<file path="config.mk">
export PLATFORM = sky130hd
export DESIGN_NAME = sm4_stream_ctrl
export DESIGN_NICKNAME = d
export VERILOG_FILES = /design/src/rtl/sm4_stream_ctrl.sv
export SDC_FILE = /design/constraint.sdc
export NUM_CORES = 1
export LEC_CHECK = 0
export ABC_AREA = 1
export BUFFER_PORTS_ARGS = -buffer_cell sky130_fd_sc_hd__buf_2
export CORE_AREA = 2 2 353 355
export DETAILED_ROUTE_END_ITERATION = 8
export DIE_AREA = 0 0 355 357
export PLACE_DENSITY_LB_ADDON = 0.1
export SLEW_MARGIN = 40
export SYNTH_ARGS = -nofsm -noshare
export SYNTH_HDL_FRONTEND = slang
export SYNTH_SLANG_ARGS = --single-unit
</file>
<file path="constraint.sdc">
create_clock -name clk -period 4.79 [get_ports clk]
set_clock_uncertainty 0.05 [all_clocks]
set_input_delay 0.7185 -clock clk [delete_from_list [all_inputs] [get_ports clk]]
set_output_delay 0.7185 -clock clk [all_outputs]
set_load 0.01 [all_outputs]
</file>
<file path="src/rtl/sm4_stream_ctrl.sv">
// Stream-side controller for the SM4 core: runs key expansion, then moves one block at a time from s_* to m_*.
// Optional CBC chaining when SM4_CBC_EN is defined; default build is ECB.
module sm4_stream_ctrl #(
   parameter int TIMEOUT_CYCLES = 1024,
   parameter int TO_W           = 11
) (
   input  logic         clk,
   input  logic         reset,
   input  logic [127:0] cfg_key,
   input  logic         cfg_decrypt,
   input  logic [127:0] cfg_iv,
   input  logic         key_load,
   output logic         key_ready,
   output logic         busy,
   output logic         err_timeout,
   input  logic         s_valid,
   output logic         s_ready,
   input  logic [127:0] s_data,
   input  logic         s_last,
   output logic         m_valid,
   input  logic         m_ready,
   output logic [127:0] m_data,
   output logic         m_last,
   output logic         sm4_enable_out,
   output logic         encdec_enable_out,
   output logic         encdec_sel_out,
   output logic         enable_key_exp_out,
   output logic         user_key_valid_out,
   output logic [127:0] user_key_out,
   output logic         valid_out,
   output logic [127:0] data_out,
   input  logic         key_exp_ready_in,
   input  logic         ready_in,
   input  logic [127:0] result_in
);

   typedef enum logic [2:0] {
      S_IDLE, S_KEY_REQ, S_KEY_WAIT, S_READY, S_ISSUE, S_WAIT_RES, S_OUT
   } state_t;

   localparam logic [TO_W-1:0] TO_LAST = TO_W'(TIMEOUT_CYCLES - 1);

   state_t          state_q, state_d;
   logic [TO_W-1:0] to_cnt_q, to_cnt_d;
   logic            err_q, err_d;
   logic [127:0]    key_q, data_q, res_q;
   logic [127:0]    data_d, res_d;
   logic            dec_q, last_q;
   logic            key_acc, blk_acc, res_cap, out_done;

   assign key_acc  = key_load && (state_q == S_IDLE || state_q == S_READY);
   assign s_ready  = (state_q == S_READY) && !key_load;
   assign blk_acc  = s_valid && s_ready;
   assign res_cap  = (state_q == S_WAIT_RES) && ready_in;
   assign out_done = (state_q == S_OUT) && m_ready;

   always_comb begin
      state_d  = state_q;
      to_cnt_d = to_cnt_q;
      err_d    = err_q;
      case (state_q)
         S_IDLE: begin
            if (key_load) begin
               state_d = S_KEY_REQ;
               err_d   = 1'b0;
            end
         end
         S_KEY_REQ: begin
            state_d  = S_KEY_WAIT;
            to_cnt_d = '0;
         end
         S_KEY_WAIT: begin
            if (key_exp_ready_in) begin
               state_d = S_READY;
            end else if (to_cnt_q == TO_LAST) begin
               state_d = S_IDLE;
               err_d   = 1'b1;
            end else begin
               to_cnt_d = to_cnt_q + 1'b1;
            end
         end
         S_READY: begin
            // key_load has priority over a block offered in the same cycle
            if (key_load) begin
               state_d = S_KEY_REQ;
               err_d   = 1'b0;
            end else if (s_valid) begin
               state_d = S_ISSUE;
            end
         end
         S_ISSUE: begin
            state_d  = S_WAIT_RES;
            to_cnt_d = '0;
         end
         S_WAIT_RES: begin
            if (ready_in) begin
               state_d = S_OUT;
            end else if (to_cnt_q == TO_LAST) begin
               state_d = S_IDLE;
               err_d   = 1'b1;
            end else begin
               to_cnt_d = to_cnt_q + 1'b1;
            end
         end
         S_OUT: begin
            if (m_ready) state_d = S_READY;
         end
         default: state_d = S_IDLE;
      endcase
   end

   always_ff @(posedge clk) begin
      if (reset) begin
         state_q  <= S_IDLE;
         to_cnt_q <= '0;
         err_q    <= 1'b0;
      end else begin
         state_q  <= state_d;
         to_cnt_q <= to_cnt_d;
         err_q    <= err_d;
      end
   end

`ifdef SM4_CBC_EN
   logic [127:0] iv_q, chain_q;

   always_comb begin
      data_d = s_data;
      res_d  = result_in;
      if (!dec_q) data_d = s_data ^ chain_q;
      else        res_d  = result_in ^ chain_q;
   end

   // In decrypt mode data_q holds the raw ciphertext, which is the next chain value
   always_ff @(posedge clk) begin
      if (reset) begin
         iv_q    <= '0;
         chain_q <= '0;
      end else if (key_acc) begin
         iv_q    <= cfg_iv;
         chain_q <= cfg_iv;
      end else if (res_cap) begin
         chain_q <= dec_q ? data_q : result_in;
      end else if (out_done && last_q) begin
         chain_q <= iv_q;
      end
   end
`else
   logic unused_iv;
   assign unused_iv = ^cfg_iv;

   always_comb begin
      data_d = s_data;
      res_d  = result_in;
   end
`endif

   always_ff @(posedge clk) begin
      if (reset) begin
         key_q  <= '0;
         dec_q  <= 1'b0;
         data_q <= '0;
         last_q <= 1'b0;
         res_q  <= '0;
      end else begin
         if (key_acc) begin
            key_q <= cfg_key;
            dec_q <= cfg_decrypt;
         end
         if (blk_acc) begin
            data_q <= data_d;
            last_q <= s_last;
         end
         if (res_cap) res_q <= res_d;
      end
   end

   assign key_ready          = (state_q == S_READY) || (state_q == S_ISSUE) ||
                               (state_q == S_WAIT_RES) || (state_q == S_OUT);
   assign busy               = (state_q != S_IDLE) && (state_q != S_READY);
   assign err_timeout        = err_q;
   assign m_valid            = (state_q == S_OUT);
   assign m_data             = res_q;
   assign m_last             = last_q;
   assign sm4_enable_out     = (state_q != S_IDLE);
   assign encdec_enable_out  = key_ready;
   assign encdec_sel_out     = dec_q;
   assign enable_key_exp_out = (state_q == S_KEY_REQ) || (state_q == S_KEY_WAIT);
   assign user_key_valid_out = (state_q == S_KEY_REQ);
   assign user_key_out       = key_q;
   assign valid_out          = (state_q == S_ISSUE);
   assign data_out           = data_q;

endmodule
</file>
==> metrics.txt <==
status finished, final reports clean; Port-buffer cells 788; Max Cap Viol 0; sequential area share after synthesis 0.5553; reg2reg setup slack 2.12 ns; Synth Area in Simple Gates 0.2461; hold depth 3; mux cell area share after synthesis 0; later-pin clock latency in the skew report 0.62 ns; Die W 355 um; reg-to-reg critical path startpoint state_q[1]; CP cell instances inv_2 > nand3_2 > nor2_4 > buf_12 > buf_2; worst hold-check path type in -> reg; Buf+Inv Stages, Crit Path 3; largest net degree at the start of global routing 132; routed vias/inst 3.643; # IOs 917; min cycle time layout 2.958 ns; Clock Tree Root clkbuf_16; DIE HEIGHT 357 um; number of global-route vias before repair 15,661; WP data arrival about 2.2 ns; DR pass1 iterations 4; Synth Area in Compound Gates 0.1419; crit-path max cell delay 0.42 ns; DRT Wirelength 77.22 mm; Synth Area in Adders 0.0008655; Synth Instances 1,861; grt ovf 0; RSZ-0062 raised after global routing no; Std-Cell Rows 129; Rel. slew slack 0.4325; global-route wire length before repair 109.1 mm; cell count of the worst reg-to-reg path 8; endpoint type of the worst setup path output port; DRT iter0 DRCs between 800 and 900; post-synthesis register bit count 401; Fin Setup TNS 0 ns; Hold Crit Start result_in[47]; CTS Buf Count 53; full die area 126,700 um^2; Final nets 3,094; ANT nets after route 0; Worst Hold End m_data[47]; Synth Area in XOR/XNOR 0.002423; H-Tree Depth 2; WP data required 4.02 ns; Slew Limit Fails 0; Post-DP HPWL ~57 mm; Final Hold Viols 0; cts repair resizes 0; slowest CP cell buf_12; Setup CP Type reg -> out; synth warn 0; Syn Nets 2,383; via count about 16,000; Mean Syn Cell Area 7.768 um^2; Netlist cell types 28; Max Clk Rate 0.3381 GHz; CTS tree built; ys async rst share 0; prevailing post-synth register cell dfxtp_1; Worst Tran Pin Value 0.8513 ns; period utilization 0.6175; fraction of layout cells with a size suffix above 1 0.3462; WL/cell 18.12 um; P per Cell Area approximately 440 nW/um^2; EDFF count, synth 0; initial antenna violation count 47; area of the mapped netlist 14,460 um^2; Static Leakage 10.01 nW; final design utilization 0.1771; CP Max Fanout 131; Sink Count 401; largest family of logic cells by synthesized area simple AND/OR/NAND/NOR gates; Largest delay share family, worst path buffers and inverters; Final setup viols 0; Core Footprint 123,000 um^2; postcts setup bufs 0; RR Endpoint user_key_out[11]; Remaining DRCs 0; gp weighted congestion 0.8467; gr usage total 0.1153; initial core utilization 0.1175; clk slew on worst S/H paths 0.06 ns; CP startpoint state_q[2]; maximum buffer depth of the clock tree 3; peak supply drop 227.0 uV; crit path launch type flop; hold buffers post-CTS 0; Area growth syn-to-layout 50.67%
## synthesized netlist by cell type (2+ instances only)
cell      count  area (um^2)
nand2_1     183        686.9
o21ai_1      29        145.1
nand4_1       4        25.02
xor2_1        4        35.03
nand3_2       2        20.02
o21ai_0     231         1156
a21oi_1     145        725.7
nor2_1      539         2023
clkbuf_1     65        244.0
nand3_1     144        720.7
buf_4        22        165.2
inv_2         5        18.77
inv_1        16        60.06
buf_2        55        275.3
nand2_2       3        18.77
nor2_4        2        22.52
dfxtp_1     401         8028
## power by group
part           total [mW]  switching [mW]  internal [mW]
Combinational        1.72            1.13          0.592
Sequential           3.81           0.168           3.64
Clock                4.09            1.64           2.44
## layer usage
| metal | GRT usage | vias up | part of all wire |
|---|---|---|---|
| met5 | 0 | - | 0.0025 |
| li1 | - | 7531 | - |
| met3 | 0.05643 | 145 | 0.11 |
| met4 | 0.03347 | 32 | 0.026 |
| met1 | 0.1367 | 7147 | 0.42 |
| met2 | 0.1834 | 667 | 0.44 |
## cell families (layout without fill, tap and decap cells)
family | Yosys count | in the layout
and+or+nand+nor | 882 | 882
AOI/OAI and AO/OA | 408 | 408
DFF | 401 | 401
buffers and inverters | 165 | 918
xor gates and xnor gates | 4 | 4
adders and majority gates | 1 | 1
other | 0 | 10
## final cells by class
class,count,area [um^2]
antenna,10,25.02
clock buffer,82,1638
clock inverter,15,132.6
fill,14153,101200
inverter,21,86.33
multi-input combinational,1295,5708
sequential,401,8028
tap,1637,2048
timing repair buffer,800,4116
## worst max-delay path by stage
stage               slack [ns]  cells past startpoint               end
finish                    1.83                      5           s_ready
CTS                       1.67                      5           s_ready
floorplan                 2.98                      2           s_ready
detailed placement        2.04                      6  user_key_out[10]
global placement          1.80                      5      data_out[45]
global route              1.63                      5           s_ready
## cell usage in the layout, fill, tap and decap left out, types with 5 or more instances in the layout
cell	count
buf_12	5
clkbuf_16	55
nor2_1	538
buf_2	786
diode_2	10
buf_4	5
nand3_1	144
nand2_1	182
clkbuf_1	11
a21oi_1	145
o21ai_0	231
clkinv_2	11
o21ai_1	29
dfxtp_1	401
clkbuf_8	16
inv_1	16
## through the flow
step,total power [mW],instance area (um^2),hold WS [ns],cells,setup WS (ns)
floorplan,4.817,14460,0.4170,1861,2.977
finish,9.617,21780,0.2657,4261,1.832
detailed placement,5.657,19990,0.3919,4154,2.040
global route,10.20,21760,0.2086,4254,1.626
global placement,5.639,19960,0.3922,4154,1.804
CTS,9.901,21760,0.1861,4251,1.674
## sequential cells by signal, summed over array words and instances (netlist names)
register / count
state_q: 3
m_last: 1
user_key_out: 128
err_timeout: 1
to_cnt_q: 11
m_data: 128
data_out: 128
encdec_sel_out: 1
## tightest hold or removal path, cell delays in order
cell,delay [ns]
buf_2,0.08
nor2_1,0.03
nor2_1,0.08
Note: power is estimated with default switching activity, not from simulation.
